## src/rtl/board_pkg.sv

```systemverilog
// rtl/board_pkg.sv - shared constants, state encoding and address packing for the board renderer
//
// Board geometry (ROWS x COLS), palette constants, the drawer FSM state type
// and the {row, col} board RAM address packing helper.
package board_pkg;

    localparam int ROWS = 6;
    localparam int COLS = 7;

    localparam logic [2:0] C_EMPTY = 3'b111;
    localparam logic [2:0] C_P1    = 3'b100;
    localparam logic [2:0] C_P2    = 3'b110;
    localparam logic [2:0] C_GRID  = 3'b001;

    typedef enum logic [2:0] {
        IDLE,
        READ,
        WAIT,
        DRAW,
        DONE
    } state_t;

    // Column occupies the low three bits so a row is one aligned block of 8.
    function automatic logic [5:0] pack_addr(input logic [2:0] row, input logic [2:0] col);
        return {row, col};
    endfunction

endpackage

```

## src/rtl/cell_sweep.sv

```systemverilog
// rtl/cell_sweep.sv - px/py raster counter covering one CELL x CELL square
//
// Ports:
//   clk, reset : clock, synchronous active-high reset
//   clear      : zero px/py at the next edge (takes priority over en)
//   en         : advance one pixel, px fastest, then py
//   px_d, py_d : coordinates that will be current after the next edge
//   last       : current pixel is the bottom-right corner of the cell
module cell_sweep #(
    parameter int CELL = 16,
    localparam int W   = $clog2(CELL)
) (
    input  logic         clk,
    input  logic         reset,
    input  logic         clear,
    input  logic         en,
    output logic [W-1:0] px_d,
    output logic [W-1:0] py_d,
    output logic         last
);

    logic [W-1:0] px_q;
    logic [W-1:0] py_q;

    // CELL is a power of two, so the counters wrap naturally after the corner.
    always_comb begin
        px_d = px_q;
        py_d = py_q;
        if (clear) begin
            px_d = '0;
            py_d = '0;
        end else if (en) begin
            px_d = px_q + W'(1);
            if (px_q == W'(CELL - 1)) begin
                py_d = py_q + W'(1);
            end
        end
    end

    assign last = (px_q == W'(CELL - 1)) && (py_q == W'(CELL - 1));

    always_ff @(posedge clk) begin
        if (reset) begin
            px_q <= '0;
            py_q <= '0;
        end else begin
            px_q <= px_d;
            py_q <= py_d;
        end
    end

endmodule

```

## src/rtl/board_drawer.sv

```systemverilog
// rtl/board_drawer.sv - renders the 7x6 board RAM as coloured squares on the VGA pixel port
//
// Ports:
//   clk, reset        : clock, synchronous active-high reset
//   start             : one-cycle full-redraw request (ignored unless idle)
//   ram_addr/ram_rdata: board RAM read port, data one cycle after address
//   x, y, colour, plot: registered pixel write to the VGA adapter
//   busy              : redraw in progress
//   draw_done         : one-cycle pulse after the last pixel
module board_drawer
    import board_pkg::*;
#(
    parameter int         CELL        = 16,
    parameter int         X0          = 24,
    parameter int         Y0          = 12,
    parameter logic [2:0] GRID_COLOUR = C_GRID
) (
    input  logic       clk,
    input  logic       reset,
    input  logic       start,
    output logic [5:0] ram_addr,
    input  logic [2:0] ram_rdata,
    output logic [7:0] x,
    output logic [6:0] y,
    output logic [2:0] colour,
    output logic       plot,
    output logic       busy,
    output logic       draw_done
);

    localparam int W = $clog2(CELL);

    state_t     state_q, state_d;
    logic [2:0] row_q, row_d;
    logic [2:0] col_q, col_d;
    logic [2:0] cell_colour_q, cell_colour_d;
    logic [5:0] ram_addr_q, ram_addr_d;
    logic [7:0] x_q, x_d;
    logic [6:0] y_q, y_d;
    logic [2:0] colour_q, colour_d;
    logic       plot_q, plot_d;
    logic       busy_q, busy_d;
    logic       draw_done_q, draw_done_d;

    logic [W-1:0] px_d, py_d;
    logic         sweep_last;
    logic         board_last;

    cell_sweep #(.CELL(CELL)) u_sweep (
        .clk   (clk),
        .reset (reset),
        .clear (state_q == WAIT),
        .en    (state_q == DRAW),
        .px_d  (px_d),
        .py_d  (py_d),
        .last  (sweep_last)
    );

    assign board_last = (col_q == 3'(COLS - 1)) && (row_q == 3'(ROWS - 1));

    always_comb begin
        state_d = state_q;
        case (state_q)
            IDLE:    if (start) state_d = READ;
            READ:    state_d = WAIT;
            WAIT:    state_d = DRAW;
            DRAW:    if (sweep_last) state_d = board_last ? DONE : READ;
            DONE:    state_d = IDLE;
            default: state_d = IDLE;
        endcase
    end

    // Output registers are loaded from the next state, so plot/x/y/colour
    // line up with the DRAW cycle of the pixel they describe.
    always_comb begin
        row_d         = row_q;
        col_d         = col_q;
        cell_colour_d = cell_colour_q;
        ram_addr_d    = ram_addr_q;
        x_d           = x_q;
        y_d           = y_q;
        colour_d      = colour_q;
        plot_d        = (state_d == DRAW);
        busy_d        = state_d inside {READ, WAIT, DRAW};
        draw_done_d   = (state_d == DONE);

        if (state_q == IDLE) begin
            row_d = '0;
            col_d = '0;
        end

        if (state_q == DRAW && sweep_last) begin
            if (col_q == 3'(COLS - 1)) begin
                col_d = '0;
                row_d = row_q + 3'd1;
            end else begin
                col_d = col_q + 3'd1;
            end
        end

        // The first pixel of a cell is produced while the RAM word is still
        // on ram_rdata, so the colour source is the next-value of the register.
        if (state_q == WAIT) begin
            cell_colour_d = ram_rdata;
        end

        if (state_d == READ) begin
            ram_addr_d = pack_addr(row_d, col_d);
        end

        if (state_d == DRAW) begin
            x_d = 8'(X0) + 8'(col_q) * 8'(CELL) + 8'(px_d);
            y_d = 7'(Y0) + 7'(row_q) * 7'(CELL) + 7'(py_d);
            colour_d = (px_d == W'(CELL - 1) || py_d == W'(CELL - 1)) ? GRID_COLOUR : cell_colour_d;
        end
    end

    always_ff @(posedge clk) begin
        if (reset) begin
            state_q       <= IDLE;
            row_q         <= '0;
            col_q         <= '0;
            cell_colour_q <= '0;
            ram_addr_q    <= '0;
            x_q           <= '0;
            y_q           <= '0;
            colour_q      <= '0;
            plot_q        <= 1'b0;
            busy_q        <= 1'b0;
            draw_done_q   <= 1'b0;
        end else begin
            state_q       <= state_d;
            row_q         <= row_d;
            col_q         <= col_d;
            cell_colour_q <= cell_colour_d;
            ram_addr_q    <= ram_addr_d;
            x_q           <= x_d;
            y_q           <= y_d;
            colour_q      <= colour_d;
            plot_q        <= plot_d;
            busy_q        <= busy_d;
            draw_done_q   <= draw_done_d;
        end
    end

    assign ram_addr  = ram_addr_q;
    assign x         = x_q;
    assign y         = y_q;
    assign colour    = colour_q;
    assign plot      = plot_q;
    assign busy      = busy_q;
    assign draw_done = draw_done_q;

endmodule

```

## config.mk

```make
export PLATFORM = sky130hd
export DESIGN_NAME = board_drawer
export DESIGN_NICKNAME = d
export VERILOG_FILES = /design/src/rtl/board_pkg.sv /design/src/rtl/cell_sweep.sv /design/src/rtl/board_drawer.sv
export SDC_FILE = /design/constraint.sdc
export NUM_CORES = 1
export LEC_CHECK = 0
export ABC_AREA = 0
export ABC_CLOCK_PERIOD_IN_PS = 2800
export BUFFER_PORTS_ARGS = -buffer_cell sky130_fd_sc_hd__buf_4
export CAP_MARGIN = 20
export CORE_ASPECT_RATIO = 1.75
export CORE_UTILIZATION = 25
export CTS_CLUSTER_DIAMETER = 60
export DETAILED_ROUTE_END_ITERATION = 10
export REMOVE_ABC_BUFFERS = 1
export SLEW_MARGIN = 25
export SYNTH_ARGS = -nofsm -noshare
export SYNTH_HDL_FRONTEND = slang
export SYNTH_SLANG_ARGS = --single-unit
```

## constraint.sdc

```tcl
create_clock -name clk -period 2.8 [get_ports clk]
set_clock_uncertainty 0.15 [all_clocks]
set_input_delay 0.14 -clock clk [delete_from_list [all_inputs] [get_ports clk]]
set_output_delay 0.14 -clock clk [all_outputs]
set_load 0.01 [all_outputs]
```

* Word-level counts from Yosys, hierarchy flattened
Cells that the tools add are included.
** Storage, ports and cells
- Memory bits (read-only) :: 0
- Bits in writable memories :: 0
- Register bits after elaboration :: 47
- Memories kept :: 0
- Output and inout bits :: 27
- Bits in latches :: 0
** Cells by class
- Magnitude comparators :: 0
- Multiplexer cells :: 17
- Reductions and logical operators :: 6
- Shift-type cells :: 0
- Bitwise logic cells :: 0
- $mul :: 0
- Equal/unequal tests :: 13
- Add/sub/neg operators :: 8
- Divide/modulo/power cells :: 0
** Operators with widths (count)
- two-way mux 3 bit :: 11
- two-way mux 4 bit :: 5
- equality test 4 bit, second input constant :: 4
- equality test 3 x 2 -> 1 bit, second input constant :: 4
- one-hot mux 3 bit (4 select lines) :: 1
- equality test 3 bit, second input constant :: 3
- adder 4 x 1 -> 4 bit, second input constant :: 2
- adder 5 x 7 -> 8 bit, first input constant :: 1
- adder 8 x 4 -> 8 bit :: 1
- adder 4 x 7 -> 7 bit, first input constant :: 1
- adder 7 x 4 -> 7 bit :: 1
- adder 3 x 1 -> 3 bit, second input constant :: 2
- equality test 3 x 1 -> 1 bit, second input constant :: 2
- logical AND 1 bit :: 3
- logical NOT 3 bit :: 1
- nonzero test 3 bit :: 1
- logical OR 1 bit :: 1

* Depth between registers and ports, before layout
Gate-level depths: netlist (run 1).
- Depth after elaboration :: 7
- Depth in mapped cells :: 10

* Modules after synthesis
From an unflattened synthesis (run 1), not the netlist that was laid out.
** Second synthesis, totals
- Cells, all modules :: 246
- Area total of the unflattened synthesis :: 2183.3 µm²
** Modules (own cells, without submodules)
- board_drawer :: area each 1741.7 µm², cells an instance 192, seq. area each 780.7 µm², times used 1
- cell_sweep :: area each 441.7 µm², cells an instance 54, seq. area each 160.2 µm², times used 1

* Least setup slack after synthesis (run 1)
Ideal clock, no wire load.
- Kind :: register to register
- Start point :: reg u_sweep.px_q[0]
- End point :: reg colour_q[1] (netlist: colour[1])
- Data arrival time :: 2057 ps
- Clock period less this slack :: 2324 ps
- Stages on the path, launching flop included :: 11
- Setup slack :: 476 ps
- Buffers on the path :: 0
- Cells stage by stage :: dfxtp_1 > ha_1 > nand4_4 > nor3_1 > xnor2_1 > or2_2 > inv_1 > ha_1 > o21ai_0 > o32a_1 > a32o_1
** Between the ends
- Cells in the longest elaborated chain, start to end :: 7
** RTL lines
- start, declared :: line cell_sweep.sv:22 : logic [W-1:0] px_q;
- start signal, assigned :: line cell_sweep.sv:47 : px_q <= px_d;
- equality test 4 bit :: line cell_sweep.sv:34 : if (px_q == W'(CELL - 1)) begin
- two-way mux 4 bit :: line cell_sweep.sv:34
- two-way mux 4 bit :: line cell_sweep.sv:32 : end else if (en) begin
- two-way mux 4 bit :: line cell_sweep.sv:29 : if (clear) begin
- named net py_d[3] :: line board_drawer.sv:45 : logic [W-1:0] px_d, py_d;
- equality test 4 bit :: line board_drawer.sv:114 : colour_d = (px_d == W'(CELL - 1) || py_d == W'(CELL - 1)) ? GRID_COLOUR : cell_colour_d;
- logical OR 1 bit :: line board_drawer.sv:114
- two-way mux 3 bit :: line board_drawer.sv:114
- end signal, assigned :: line board_drawer.sv:139 : colour_q <= colour_d;
- end, declared :: line board_drawer.sv:40 : logic [2:0] colour_q, colour_d;
The timed path passes the listed nets, and every way through them passes these cells.
A chain may end at the register's enable or synchronous reset.

* Worst setup path in the final report (run 1)
- Start point :: reg u_sweep.px_q[0]
- End point :: reg colour_q[2] (netlist: colour[2])
The elaborated chain is that of the path after synthesis.

==> key figures, run 1 <==
Power and ir drop
  • VDD IR-drop max: ~240 uV
  • Int Pwr: ~0.0012 W
  • P_sw: around 0.00037 W
  • Power Density: 560 nW/um^2
  • Leak: 1.06 nW
  • Sw Ratio: 0.240
  • Seq pwr share: 0.469
  • Clock power frac: 0.408
  • Comb power frac: 0.122

Global routing
  • Met3 Usage GRT: 0.0234
  • Grt total ovfl: 0
  • First-pass GRT wire length: between 8000 and 9000 um
  • Largest net degree at the start of global routing: 47
  • Vias in the first global route: between 1500 and 2000
  • Met1 Track Usage GR: 0.122
  • GRT busiest layer: met2
  • GR Util met2: 0.229
  • Gr usage total: 0.123
  • Number of antenna violations at the first check in global routing: 0

Clock network
  • Clock sinks: 47
  • CTS clk-pin slew, worst paths: 0.06 ns
  • TritonCTS Buffers: 5
  • Clk Latency, worst-skew pair: approximately 0.29 ns
  • Clk root buf: clkbuf_16
  • CTS tree: built
  • H-tree depth: 2
  • Cts repair resizes: 0
  • Clock tree buffer depth: 2

Placed design
  • Post-DP HPWL: 3830 um
  • Routability cong.: between 0.8 and 0.9
  • Input/output buffers: 32

Detailed routing
  • Wirelength, routed: 5270 um
  • WL per Instance: between 10 and 15 um
  • DRC violations left: 0
  • Post-DRT Antenna Nets: 0
  • Number of vias per cell: 4.63
  • Drt pass-1 iters: 4
  • Via Count: ~1900
  • Drt initial violations: 45

Critical path
  • Worst setup path class: register to register
  • Critical path arrival: around 2.7 ns
  • CP Launch Type: register
  • CP Capture Type: register
  • Crit path required time: roughly 2.8 ns
  • Max FO, Critical Path: 8

Synth
  • Sequential area share after synthesis: 0.432
  • Avg Cell Area, Syn: between 8 and 9 sq um
  • Synth async-reset ratio: 0
  • Mapped Area: ~2200 sq um
  • Yosys reg bits: 47
  • Synthesized instance count: about 250
  • Mux cell area share after synthesis: 0.0241
  • Simple-gate share of the synthesized area: 0.250
  • Synth Area in Compound Gates: 0.173
  • Warnings, synthesis: 0
  • Synth Area in Adders: 0.0402
  • Synth Area in XOR/XNOR: 0.0281
  • EDFF count, synth: 0
  • Synth Flop Type: dfxtp_1
  • Largest family of logic cells by synthesized area: simple AND/OR/NAND/NOR gates
  • Post-synth cell types: 52

STA
  • RSZ-0062 raised after global routing: false
  • Relative slew slack: 0.661
  • Endpoints failing setup: 0
  • Setup_tns: 0 ns
  • Worst-Margin Slew: 0.508 ns
  • Final hold violation count: 0
  • Minimum clock period after layout: between 2 and 3 ns
  • Hold slack: approximately 0.14 ns
  • Slew Viols, Final: 0
  • Fin crit share: 0.944
  • Fmax: about 380 MHz

Floorplanning
  • I/O Pins: 33
  • Die Ht: 126 um
  • Rows: 44
  • DIE AREA: between 9000 and 10000 sq um
  • Core Region: around 8400 sq um
  • Die width: slightly above 70 um
  • Starting density of the core: 0.260

Cells and area
  • Filler cells: approximately 940
  • Commonest cells after routing, fill and taps aside: 47 x dfxtp_1, 40 x buf_4, 35 x nor2_1
  • N_diodes: 0
  • Layout cell share with drive strength beyond 1: 0.225
  • Nets: between 200 and 300
  • Most common cell after layout, fill and taps aside: dfxtp_1
  • P&R area growth vs syn: 25.0%

Run
  • Maxcap violations: 0

Outcome
  • Outcome: completed

Hold path
  • Min-Delay Path Class: primary input to register
## flip-flops by register name, indices dropped and copies added (netlist names)
name / flops
plot: 1
busy: 1
y: 7
cell_colour_q: 3
u_sweep.py_q: 4
col_q: 3
colour: 3
u_sweep.px_q: 4
state_q: 3
draw_done: 1
x: 8
ram_addr: 6
row_q: 3
## what timing repair did
item                      4_1_cts  5_1_grt
hold buffers                    3        0
hold endpoints to repair        3        0
buffers inserted                0        0
## final timing paths
kind,start,to,slack [ns],depth (start not counted)
worst max-delay path,u_sweep.px_q[0]$_SDFF_PP0_,colour[2]$_SDFFE_PP0P_,0.16,10
worst min-delay path,reset,cell_colour_q[2]$_SDFF_PP0_,0.14,2
worst max register to register,u_sweep.px_q[0]$_SDFF_PP0_,colour[2]$_SDFFE_PP0P_,0.16,10
worst min register to register,y[4]$_SDFFE_PP0P_,y[4]$_SDFFE_PP0P_,0.30,2
## cell type report
class | count | area, sq um | area share
flip-flops and latches | 47 | 941 | 0.345
clock buffers | 8 | 156 | 0.0574
repair buffers | 43 | 330 | 0.121
well taps | 115 | 144 | 0.0528
inverters | 8 | 30.0 | 0.0110
multi-input cells | 179 | 1120 | 0.412
## kinds of logic (layout without fill, tap and decap cells)
logic type                 count (synthesis)  count (layout)
xor gates and xnor gates                   7               7
AOI/OAI and AO/OA                         53              53
DFF                                       47              47
adders and majority gates                  7               7
and+or+nand+nor                          107             107
muxes                                      5               5
buffers and inverters                     22              59
## per-stage QoR
step	setup WS, ns	area (sq um)	util	power [W]	cells
5_1_grt	0.0151	2720	0.326	0.00159	400
2_1_floorplan	0.456	2090	-	0.000826	234
4_1_cts	0.171	2720	0.326	0.00155	400
3_3_place_gp	0.229	2540	0.303	0.000915	389
6_report	0.156	2720	0.326	0.00153	400
3_5_place_dp	0.176	2540	0.303	0.000917	389
## power groups by stage
stage                     Combinational, W  Clock, W  Sequential [W]
after global routing              0.000205  0.000661        0.000720
after detailed placement          0.000185         0        0.000731
after CTS                         0.000189  0.000641        0.000716
after floorplan                  0.0000840         0        0.000742
after global placement            0.000184         0        0.000731
final                             0.000186  0.000623        0.000716
## per-layer routing
| layer | wire length [um] | up-vias |
|---|---|---|
| met1 | 2090 | 867 |
| met5 | 0 | - |
| met2 | 2870 | 25 |
| li1 | - | 949 |
| met3 | 147 | 12 |
| met4 | 156 | 0 |
## Yosys cell counts (4+ instances only)
cell type  instances  area [sq um]
nor2_1            35           131
a211oi_1           7          52.6
buf_2              4          20.0
nor3_1            12          60.1
xnor2_1            4          35.0
ha_1               7          87.6
inv_1              8          30.0
nand3_1            7          35.0
o21ai_0            7          35.0
and3_1             5          31.3
a31oi_1            4          25.0
a211oi_2           5          62.6
nand2_1           22          82.6
dfxtp_1           47           941
clkbuf_1           4          15.0
a21oi_1           17          85.1
## worst max-delay path, stage by stage (launching register included)
cell	delay (ns)
dfxtp_1	0.42
ha_1	0.33
nand4_4	0.19
nor3_1	0.27
xnor2_1	0.12
or2_2	0.32
inv_1	0.07
ha_1	0.13
o21ai_0	0.12
o32a_1	0.22
a32o_1	0.21
No activity file was read; power rests on OpenSTA's default activity.
==> run 2, diff against run 1 <==
- MAX_ROUTING_LAYER: unset -> met4
==> run 2 against run 1 <==
Against the previous run: first-iteration DRC count increased by 2.2%; largest cell class unchanged; utilization unchanged; global-route usage increased by 0.36 points; total power decreased by 0.12%; die area unchanged; fmax about the same.
==> key figures, run 2 (synthesis results as in run 1) <==
Clock network
  • TritonCTS Buffers: 5
  • CTS tree: built
  • CTS clk-pin slew, worst paths: approximately 0.060 ns
  • Clock sinks: between 40 and 50
  • H-tree depth: 2
  • Clk Latency, worst-skew pair: 0.29 ns
  • Post-CTS setup buffer count: 0
  • Clock tree buffer depth: 2
  • Clk root buf: clkbuf_16

Detailed routing
  • Drt initial violations: 46
  • WL per Instance: 13.0 um
  • Post-DRT Antenna Nets: 0
  • DRC violations left: 0
  • Number of vias per cell: between 4 and 5
  • Drt pass-1 iters: 4
  • Via Count: 1840
  • Wirelength, routed: 5210 um

Cells and area
  • Nets: 297
  • P&R area growth vs syn: 25.0%
  • Final Cell Area: 2720 sq um
  • Max reg flops: 8
  • Layout cell share with drive strength beyond 1: 0.225
  • N_diodes: 0
  • Cell Count, Final, Fillers Out: 400
  • Commonest cells after routing, fill and taps aside: 47 x dfxtp_1, 40 x buf_4, 35 x nor2_1
  • Most common cell after layout, fill and taps aside: dfxtp_1
  • Filler cells: about 940

Floorplanning
  • DIE AREA: 9110 sq um
  • Die Ht: roughly 130 um
  • Die width: 72.6 um
  • Starting density of the core: 0.260
  • Core Region: between 8000 and 9000 sq um
  • Rows: 44
  • I/O Pins: 33

Global routing
  • Gr usage total: 0.127
  • Largest net degree at the start of global routing: between 40 and 50
  • GRT busiest layer: met2
  • Number of antenna violations at the first check in global routing: 0
  • Met1 Track Usage GR: 0.121
  • GR Util met2: 0.230
  • Grt total ovfl: 0
  • Met3 Usage GRT: 0.0234
  • Vias in the first global route: ~1800
  • First-pass GRT wire length: about 8600 um

Hold path
  • Hold depth: 2
  • Min-delay src: reset
  • Hold Path Sink: cell_colour_q[2]$_SDFF_PP0_
  • Min-Delay Path Class: primary input to register

Critical path
  • R2r setup slk: about 0.16 ns
  • Crit path required time: 2.83 ns
  • Crit-path cells: ha_1 > nand4_4 > nor3_1 > xnor2_1 > or2_2 > inv_1 > ha_1 > o21ai_0 > o32a_1 > a32o_1
  • Reg-to-reg endpoint: colour[2]$_SDFFE_PP0P_
  • Cell count of the worst reg-to-reg path: 10
  • Worst setup path class: register to register
  • CP most frequent cell: ha_1
  • CP max stage delay: a little over 0.4 ns
  • CP Launch Type: register
  • Max FO, Critical Path: 8
  • CP Capture Type: register
  • Slowest CP cell: dfxtp_1
  • Reg2reg start: u_sweep.px_q[0]$_SDFF_PP0_
  • Critical path arrival: around 2.7 ns

Run
  • Maxcap violations: 0

STA
  • Endpoints failing setup: 0
  • Final hold violation count: 0
  • Minimum clock period after layout: about 2.6 ns
  • Fmax: between 300 and 400 MHz
  • Worst-Margin Slew: between 0.4 and 0.5 ns
  • Relative slew slack: 0.668
  • RSZ-0062 raised after global routing: false
  • Slew Viols, Final: 0
  • Setup_tns: 0 ns
  • Final WS setup: around 0.16 ns
  • Fin crit share: 0.944

Placed design
  • Placed Cells: slightly below 400
  • Routability cong.: 0.860
  • Placed Area: 2540 sq um
  • Input/output buffers: 32
  • Post-DP HPWL: 3830 um
  • Pre-CTS worst setup slack: 0.176 ns

Outcome
  • Outcome: completed

Power and ir drop
  • VDD IR-drop max: between 200 and 250 uV
  • Power Density: 559 nW/um^2
  • Leak: 1.06 nW
  • Total power: around 0.0015 W
[run 2: cell counts in the layout (fill, tap and decap cells not counted)]
Identical to the previous run, type by type.
[run 2: what timing repair did]
| action | 4_1_cts | 5_1_grt |
|---|---|---|
| hold endpoints to repair | 3 | 0 |
| hold buffers | 3 | 0 |
| setup endpoints to repair | 0 | 0 |
| resized for setup | 0 | 0 |
[run 2: layer usage]
layer,vias up,share of wire
li1,949,-
met1,859,0.39
met2,22,0.55
met3,10,0.027
met4,0,0.030
met5,-,0
[run 2: layout make-up]
| type | count | area (sq um) | share of cell area |
|---|---|---|---|
| well taps | 115 | 144 | 0.0528 |
| multi-input cells | 179 | 1120 | 0.412 |
| repair buffers | 43 | 330 | 0.121 |
| clock buffers | 8 | 156 | 0.0574 |
| inverters | 8 | 30.0 | 0.0110 |
| flip-flops and latches | 47 | 941 | 0.345 |
[run 2: per-stage QoR]
step / hold WS, ns / utilization
floorplan: 0.0546 / -
global placement: 0.257 / 0.303
detailed placement: 0.260 / 0.303
CTS: 0.151 / 0.326
global route: 0.160 / 0.326
finish: 0.139 / 0.326
[run 2: how the worst max path moves through the flow]
stage,start,end,slack [ns],cells after the start
after global placement,u_sweep.px_q[0]$_SDFF_PP0_,colour[1]$_SDFFE_PP0P_,0.23,10
after detailed placement,u_sweep.px_q[0]$_SDFF_PP0_,colour[2]$_SDFFE_PP0P_,0.18,10
after floorplan,u_sweep.px_q[0]$_SDFF_PP0_,colour[1]$_SDFFE_PP0P_,0.46,10
final,u_sweep.px_q[0]$_SDFF_PP0_,colour[2]$_SDFFE_PP0P_,0.16,10
after global routing,u_sweep.px_q[0]$_SDFF_PP0_,colour[1]$_SDFFE_PP0P_,0.02,10
after CTS,u_sweep.px_q[0]$_SDFF_PP0_,colour[2]$_SDFFE_PP0P_,0.17,10
[run 2: worst max-delay path, delay by kind of cell, from the launching register on]
family / cells / cell delay (ns)
buf+inv: 1 / 0.07
fa+ha+maj: 2 / 0.46
simple gates: 3 / 0.77
compound gates: 3 / 0.55
flops: 1 / 0.41
xor+xnor: 1 / 0.12
[run 2: report_power, final]
| part | switching, W | internal (W) |
|---|---|---|
| Clock | 0.000241 | 0.000380 |
| Combinational | 0.000105 | 0.0000811 |
| Sequential | 0.0000175 | 0.000699 |
| Total | 0.000363 | 0.00116 |
